### src/rtl/knn_vote.sv
// knn_vote: majority vote over the K nearest-neighbour labels.
//
// Accepts one set of N_Neighbour labels (neighbour 0 in the low slice). It
// counts votes per class one neighbour per cycle, then scans the classes one
// per cycle for the highest count. On a tie the lowest class index wins. The
// result is held until the consumer takes it.
//
// Ports:
//   clk, rst        clock, asynchronous active-high reset
//   clear           synchronous abort: back to IDLE, result dropped
//   in_valid/ready  neighbour-set handshake (ready only in IDLE)
//   in_info         N_Neighbour packed labels, slice j = neighbour j
//   out_valid/ready result handshake
//   out_label       winning class
//   out_votes       vote count of the winning class
//   out_err         some label in the set was >= N_CLASSES
module knn_vote #(
  parameter int LABEL       = 4,
  parameter int N_Neighbour = 4,
  parameter int N_CLASSES   = 10
) (
  input  logic                               clk,
  input  logic                               rst,
  input  logic                               clear,
  input  logic                               in_valid,
  input  logic [N_Neighbour*LABEL-1:0]       in_info,
  output logic                               in_ready,
  output logic                               out_valid,
  input  logic                               out_ready,
  output logic [LABEL-1:0]                   out_label,
  output logic [$clog2(N_Neighbour+1)-1:0]   out_votes,
  output logic                               out_err
);

  localparam int CW  = $clog2(N_Neighbour+1);
  localparam int NIW = (N_Neighbour > 1) ? $clog2(N_Neighbour) : 1;
  // class index runs one past the last class: that step loads the outputs
  localparam int CIW = $clog2(N_CLASSES+1);
  localparam logic [LABEL:0] NCL = (LABEL+1)'(N_CLASSES);

  typedef enum logic [1:0] {IDLE, COUNT, SCAN, DONE} state_t;

  state_t                          state;
  logic [N_Neighbour*LABEL-1:0]    info;
  logic [N_CLASSES-1:0][CW-1:0]    cnt;
  logic [CW-1:0]                   best_cnt;
  logic [LABEL-1:0]                best_lab;
  logic                            err;
  logic [NIW-1:0]                  nidx;
  logic [CIW-1:0]                  cidx;

  logic [LABEL-1:0]                cur_lab;
  logic                            cur_ok;

  assign in_ready = (state == IDLE);

  // label of the neighbour currently being counted
  always_comb begin
    cur_lab = '0;
    for (int j = 0; j < N_Neighbour; j++)
      if (nidx == NIW'(j)) cur_lab = info[j*LABEL +: LABEL];
  end

  assign cur_ok = ({1'b0, cur_lab} < NCL);

  always_ff @(posedge clk or posedge rst) begin
    if (rst) begin
      state     <= IDLE;
      info      <= '0;
      cnt       <= '0;
      best_cnt  <= '0;
      best_lab  <= '0;
      err       <= 1'b0;
      nidx      <= '0;
      cidx      <= '0;
      out_valid <= 1'b0;
      out_label <= '0;
      out_votes <= '0;
      out_err   <= 1'b0;
    end else if (clear) begin
      state     <= IDLE;
      cnt       <= '0;
      best_cnt  <= '0;
      best_lab  <= '0;
      err       <= 1'b0;
      nidx      <= '0;
      cidx      <= '0;
      out_valid <= 1'b0;
      out_label <= '0;
      out_votes <= '0;
      out_err   <= 1'b0;
    end else begin
      case (state)
        IDLE: if (in_valid) begin
          info     <= in_info;
          cnt      <= '0;
          best_cnt <= '0;
          best_lab <= '0;
          err      <= 1'b0;
          nidx     <= '0;
          state    <= COUNT;
        end
        COUNT: begin
          if (cur_ok) begin
            for (int c = 0; c < N_CLASSES; c++)
              if (cur_lab == LABEL'(c)) cnt[c] <= cnt[c] + 1'b1;
          end else begin
            err <= 1'b1;
          end
          if (nidx == NIW'(N_Neighbour-1)) begin
            cidx  <= '0;
            state <= SCAN;
          end else begin
            nidx <= nidx + 1'b1;
          end
        end
        SCAN: begin
          if (cidx == CIW'(N_CLASSES)) begin
            out_label <= best_lab;
            out_votes <= best_cnt;
            out_err   <= err;
            out_valid <= 1'b1;
            state     <= DONE;
          end else begin
            // strict > keeps the earlier (lower) class on a tie
            for (int c = 0; c < N_CLASSES; c++)
              if (cidx == CIW'(c) && cnt[c] > best_cnt) begin
                best_cnt <= cnt[c];
                best_lab <= LABEL'(c);
              end
            cidx <= cidx + 1'b1;
          end
        end
        DONE: if (out_ready) begin
          out_valid <= 1'b0;
          state     <= IDLE;
        end
        default: state <= IDLE;
      endcase
    end
  end

endmodule

### config.mk
export PLATFORM = sky130hd
export DESIGN_NAME = knn_vote
export DESIGN_NICKNAME = d
export VERILOG_FILES = /design/src/rtl/knn_vote.sv
export SDC_FILE = /design/constraint.sdc
export NUM_CORES = 1
export LEC_CHECK = 0
export CELL_PAD_IN_SITES_DETAIL_PLACEMENT = 1
export CELL_PAD_IN_SITES_GLOBAL_PLACEMENT = 1
export CORE_MARGIN = 2
export CORE_UTILIZATION = 47
export DETAILED_ROUTE_END_ITERATION = 8
export HOLD_SLACK_MARGIN = 0.08
export PLACE_DENSITY_LB_ADDON = 0.1
export SLEW_MARGIN = 10
export SYNTH_ARGS = -nofsm -noshare
export SYNTH_HDL_FRONTEND = slang
export SYNTH_SLANG_ARGS = --single-unit
### constraint.sdc
create_clock -name clk -period 3.1 [get_ports clk]
set_input_delay 0.31 -clock clk [delete_from_list [all_inputs] [get_ports clk]]
set_output_delay 0.31 -clock clk [all_outputs]
set_load 0.05 [all_outputs]
* After elaboration in Yosys (flattened, before gate mapping)
Cells that the tools add are included.
** Storage, ports and cells
- Register bits after elaboration :: 71
- Input bits :: 21
- Output and inout bits :: 10
- Word-level logic and storage cells :: 204
** Cells by class
- Add/sub/neg operators :: 12
- $lt $le $gt $ge :: 11
- Eq/ne operators :: 44
- Mux-type cells :: 77
- Bitwise gates (word level) :: 1
- Reductions and logical operators :: 38
** Operators by type and width (number)
- two-way mux 4 bit :: 23
- two-way mux 30 bit :: 3
- two-way mux 3 bit :: 26
- case mux 30 bit (2 select lines) :: 1
- != test 3 bit (second input constant) :: 18
- AND reduction 4 bit :: 12
- equality test 4 x 3 -> 1 bit (second input constant) :: 8
- adder 3 x 1 -> 3 bit (second input constant) :: 10
- > comparator 3 bit :: 10
- equality test 4 bit (second input constant) :: 5
- equality test 4 x 2 -> 1 bit (second input constant) :: 4
- two-way mux 2 bit :: 8
- case mux 4 bit (2 select lines) :: 2
- AND reduction 3 bit :: 5
- != test 12 bit (second input constant) :: 1
- nonzero test 3 bit :: 4
- logical AND 1 bit :: 10
- two-way mux 1 bit :: 9
- equality test 2 bit (second input constant) :: 4
- equality test 4 x 1 -> 1 bit (second input constant) :: 2
- logical NOT 4 bit :: 2
- case mux 2 bit (4 select lines) :: 1
- case mux 3 bit (2 select lines) :: 1
- adder 4 x 1 -> 4 bit (second input constant) :: 1
- 9 further kinds :: 13

* Depth between registers and ports, before layout
- Depth after elaboration :: 15
- Mapped depth :: 10

* Worst setup path before layout
Ideal clock, no wire load.
- Path type :: register to register
- From :: register best_cnt[2]
- To :: register best_lab[0]
- Setup time :: 125 ps
- Arrival :: 2410 ps
- Required time :: 2975 ps
- Slack :: 564 ps
- Cell stages (with the launch flop) :: 10
- Buffers on the path :: 1
- Period minus slack after synthesis :: 2536 ps
- Cell sequence :: dfrtp_1 inv_1 ha_1 and3b_1 o2111ai_1 nand4_4 nor4_4 or2_1 buf_6 mux2_4
** Between the ends
- Cells in the longest elaborated chain, start to end :: 14
- Elaborated cells between the ends (all ways) :: 34
- Classes of those cells :: 10 x order compare; 1 x eq/ne; 12 x mux; 11 x reduce/logical
** RTL lines
- start, declared :: RTL line 46 : logic [CW-1:0] best_cnt;
- start signal, assigned :: RTL line 128 : best_cnt <= cnt[c];
- > comparator 3 bit :: RTL line 127 : if (cidx == CIW'(c) && cnt[c] > best_cnt) begin
- logical AND 1 bit :: RTL line 127
- two-way mux 4 bit (9 in a row) :: RTL line 127
- two-way mux 4 bit :: RTL line 118 : if (cidx == CIW'(N_CLASSES)) begin
- case mux 4 bit (2 select lines) :: RTL line 93 : case (state)
- two-way mux 4 bit :: RTL line 80 : end else if (clear) begin
- end signal, assigned :: RTL line 129 : best_lab <= LABEL'(c);
- end, declared :: RTL line 47 : logic [LABEL-1:0] best_lab;
Several ways; a longest one is shown, not always the timed one. The select of a mux whose other input is x is not followed.
A chain may end at the register's enable or synchronous reset.

* Worst setup path after layout
- From :: register best_cnt[0]
- To :: register best_lab[2]
The elaborated chain is that of the path after synthesis.

==> flow_metrics.py <==
metrics = {
    "run_status": {
        "status": "complete, no violations",
    },
    "sta": {
        "rsz0062_at_grt": "no",
        "hold_viol_final": 0,
        "worst_clock_skew_ns": 0.0114,
        "slew_violations": 0,
        "tightest_slew_ns": 0.920,
        "fin_crit_ns": 2.86,
        "clock.fmax_ghz": 0.350,
        "finalSetupTns_ns": 0,
        "slew_headroom_pct": 38.6,
        "final-setup-viol-count": 0,
        "min_period_over_period_pct": 92.2,
        "fin_ws_ns": 0.243,
        "whs_ns": 0.489,
    },
    "power_and_ir_drop": {
        "comb_power_share_pct": 40.6,
        "total_power_mw": 3.41,
        "sequentialPowerShare_pct": 34.9,
        "p_sw_share_pct": 39.0,
        "vdd_drop_max_v": 0.000391,
        "internal-power_mw": 2.08,
        "p_sw_mw": 1.33,
        "clockPowerShare_pct": 24.4,
        "p_leak_nw": 2.56,
        "power_per_cell_area_mw_per_mm2": 614,
    },
    "floorplanning": {
        "initial_core_util_pct": 48.9,
        "io_pins": 31,
        "fp.dieW_um": 105,
        "die_area_mm2": 0.0111,
        "die_h_um": 105,
        "num_rows": 36,
        "coreArea_mm2": 0.00986,
    },
    "setup_path": {
        "endpoint": "best_lab[2]",
        "r2r_end": "best_lab[2]",
        "cp.arrival_ns": 3.10,
        "cp.required_ns": 3.34,
        "critPathKind": "flip-flop to flip-flop",
        "end_kind": "flip-flop",
        "ff2ff_setup_slack_ns": 0.24,
        "startpoint_type": "flip-flop",
        "cp-startpoint": "best_cnt[0]",
        "r2r_start": "best_cnt[0]",
        "reg2regPathDepth": 7,
        "worstPathMaxFanout": 12,
    },
    "cts": {
        "cts-root-buf": "clkbuf_8",
        "cts_buffers": 9,
        "hold_buffers": 0,
        "cts_setup_buffers": 0,
        "clkTransAtPathRegs_ns": 0.08,
        "cts_resized": 0,
        "cts_buffer_depth": 2,
        "cts_tree": "yes",
        "cts-htree-levels": 3,
        "clk_latency_ns": 0.36,
        "clock-sinks": 71,
    },
    "global_route": {
        "busiest_layer": "met2",
        "grt_use_met2_pct": 43.0,
        "antenna_found_initial": 0,
        "grt_use_total_pct": 25.3,
        "grt_overflow": 0,
        "grtUsageMet3_pct": 4.02,
        "grt_pass1_vias": 4261,
        "grt_pass1_wl_um": 22000,
        "grt_max_degree": 72,
        "met1_usage_pct": 32.6,
    },
    "cells_and_area": {
        "n_fill_cell": 1100,
        "drive_gt1_share_pct": 14.6,
        "fin_area_mm2": 0.00555,
        "fin_nets": 596,
        "insertedDiodeCount": 0,
        "area_growth_pct": 15.0,
        "layout_commonest_cell": "dfrtp_1",
        "final_cell_mix": "71 x dfrtp_1, 52 x ha_1, 30 x clkdlybuf4s50_1, 28 x inv_1, 27 x o21ai_0",
        "fin_util_pct": 56.3,
        "fin_cells": 660,
    },
    "drt": {
        "drt-vias-per-instance": 6.09,
        "drc": 0,
        "drtPass1Iterations": 4,
        "drt-total-wl_um": 13300,
        "ant_nets": 0,
        "num_vias": 4021,
        "first_iter_violations": 170,
        "wl_per_cell_um": 20.2,
    },
    "synthesis": {
        "yosysUniqueCellTypes": 65,
        "yosys-top-cells-area": "dfrtp_1 37%, ha_1 13%, mux2_2 4.0%, o21ai_0 2.8%, a21oi_1 2.3%",
        "yosysSeqAreaShare_pct": 36.8,
        "synth_top_flop_cell": "dfrtp_1",
        "async_reset_ff_share_pct": 100,
        "syn_nets": 553,
        "synth_top_cell_by_area": "dfrtp_1",
        "yosysWarningCount": 0,
        "synth-seq-cells": 71,
        "synthesis.instances": 480,
        "netlist_area_mm2": 0.00483,
        "synth_top_area_share_pct": 36.8,
        "synth-edff-count": 0,
        "synth_area_per_cell_um2": 10.1,
    },
    "placement": {
        "gp_congestion": 0.886,
        "place_ws_ns": 0.274,
        "dp_hpwl_um": 10200,
        "dpl.cell_count": 645,
        "placed_cell_area_mm2": 0.00534,
        "port_buffers": 30,
    },
    "run": {
        "maxCapViolCount": 0,
    },
    "hold_path": {
        "hold_path_class": "flip-flop to flip-flop",
    },
}
-- sequential cells by signal (all words and copies together) (netlist names) --
signal and cells:
best_cnt 3, info 16, err 1, cidx 4
state 2, out_err 1, nidx 2, cnt 30
best_lab 4, out_valid 1, out_label 4, out_votes 3
-- cells in the mapped netlist, drive strengths merged (5+ instances only) --
| library cell | instances |
|---|---|
| a21bo | 6 |
| o32ai | 6 |
| nand2b | 5 |
| dfrtp | 71 |
| a211oi | 6 |
| and3 | 6 |
| and2 | 7 |
| nor2 | 26 |
| a22o | 11 |
| clkbuf | 8 |
| nor2b | 10 |
| a211o | 10 |
| o21ai | 27 |
| a21oi | 22 |
| ha | 52 |
| a32o | 6 |
| o31ai | 6 |
| nand3b | 14 |
| a31o | 5 |
| nand2 | 26 |
| o22ai | 7 |
| buf | 6 |
| nand3 | 22 |
| a21o | 6 |
| o211ai | 6 |
| inv | 29 |
| mux2 | 19 |
-- cells by family (layout without fill, tap and decap cells) --
group                      count (synthesis)  count (layout)  share of synthesized area [%]
and+or+nand+nor                          146             146                           17.8
AOI/OAI and AO/OA                        143             143                           22.4
DFF                                       71              71                           36.8
adders and majority gates                 52              52                           13.5
buffers and inverters                     43              90                           3.84
muxes                                     21              21                           5.00
xor gates and xnor gates                   4               4                          0.726
-- layout make-up --
cell class | instances | area (um2) | share of cell area [%]
multi-input combinational | 366 | 2870 | 51.6
clock inverter | 3 | 67.6 | 1.22
sequential | 71 | 1780 | 32.0
tap | 133 | 166 | 3.00
clock buffer | 12 | 145 | 2.61
timing repair buffer | 46 | 420 | 7.57
inverter | 29 | 109 | 1.96
-- critical path, stage by stage (launching register included) --
cell and delay (ns):
dfrtp_1 0.68, ha_1 0.25, and3b_1 0.17, o2111ai_1 0.44
nand4_4 0.17, nor4_4 0.36, or2_1 0.35, mux2_4 0.33
-- how the worst min path moves through the flow --
stage,startpoint,to,slack (ns),depth (start not counted)
after floorplan,best_lab[1],best_lab[1],0.45,1
after global placement,best_lab[2],out_label[2],0.48,1
after detailed placement,best_lab[1],best_lab[1],0.49,1
after CTS,best_lab[3],best_lab[3],0.49,1
after global routing,best_lab[1],out_label[1],0.51,1
final,best_lab[3],best_lab[3],0.49,1
-- power by group through the flow --
stage | Clock (mW) | Combinational, mW | Sequential (mW)
6_report | 0.832 | 1.38 | 1.19
5_1_grt | 0.882 | 1.53 | 1.21
4_1_cts | 0.843 | 1.39 | 1.19
3_5_place_dp | 0 | 1.38 | 1.21
3_3_place_gp | 0 | 1.30 | 1.20
2_1_floorplan | 0 | 0.957 | 1.17
-- per-layer routing --
metal / vias to the layer above / share of wire (%)
met1: 2020 / 46
li1: 1909 / -
met2: 69 / 49
met5: - / 0
met3: 23 / 3.0
met4: 0 / 2.4
No activity file was read; power rests on OpenSTA's default activity.
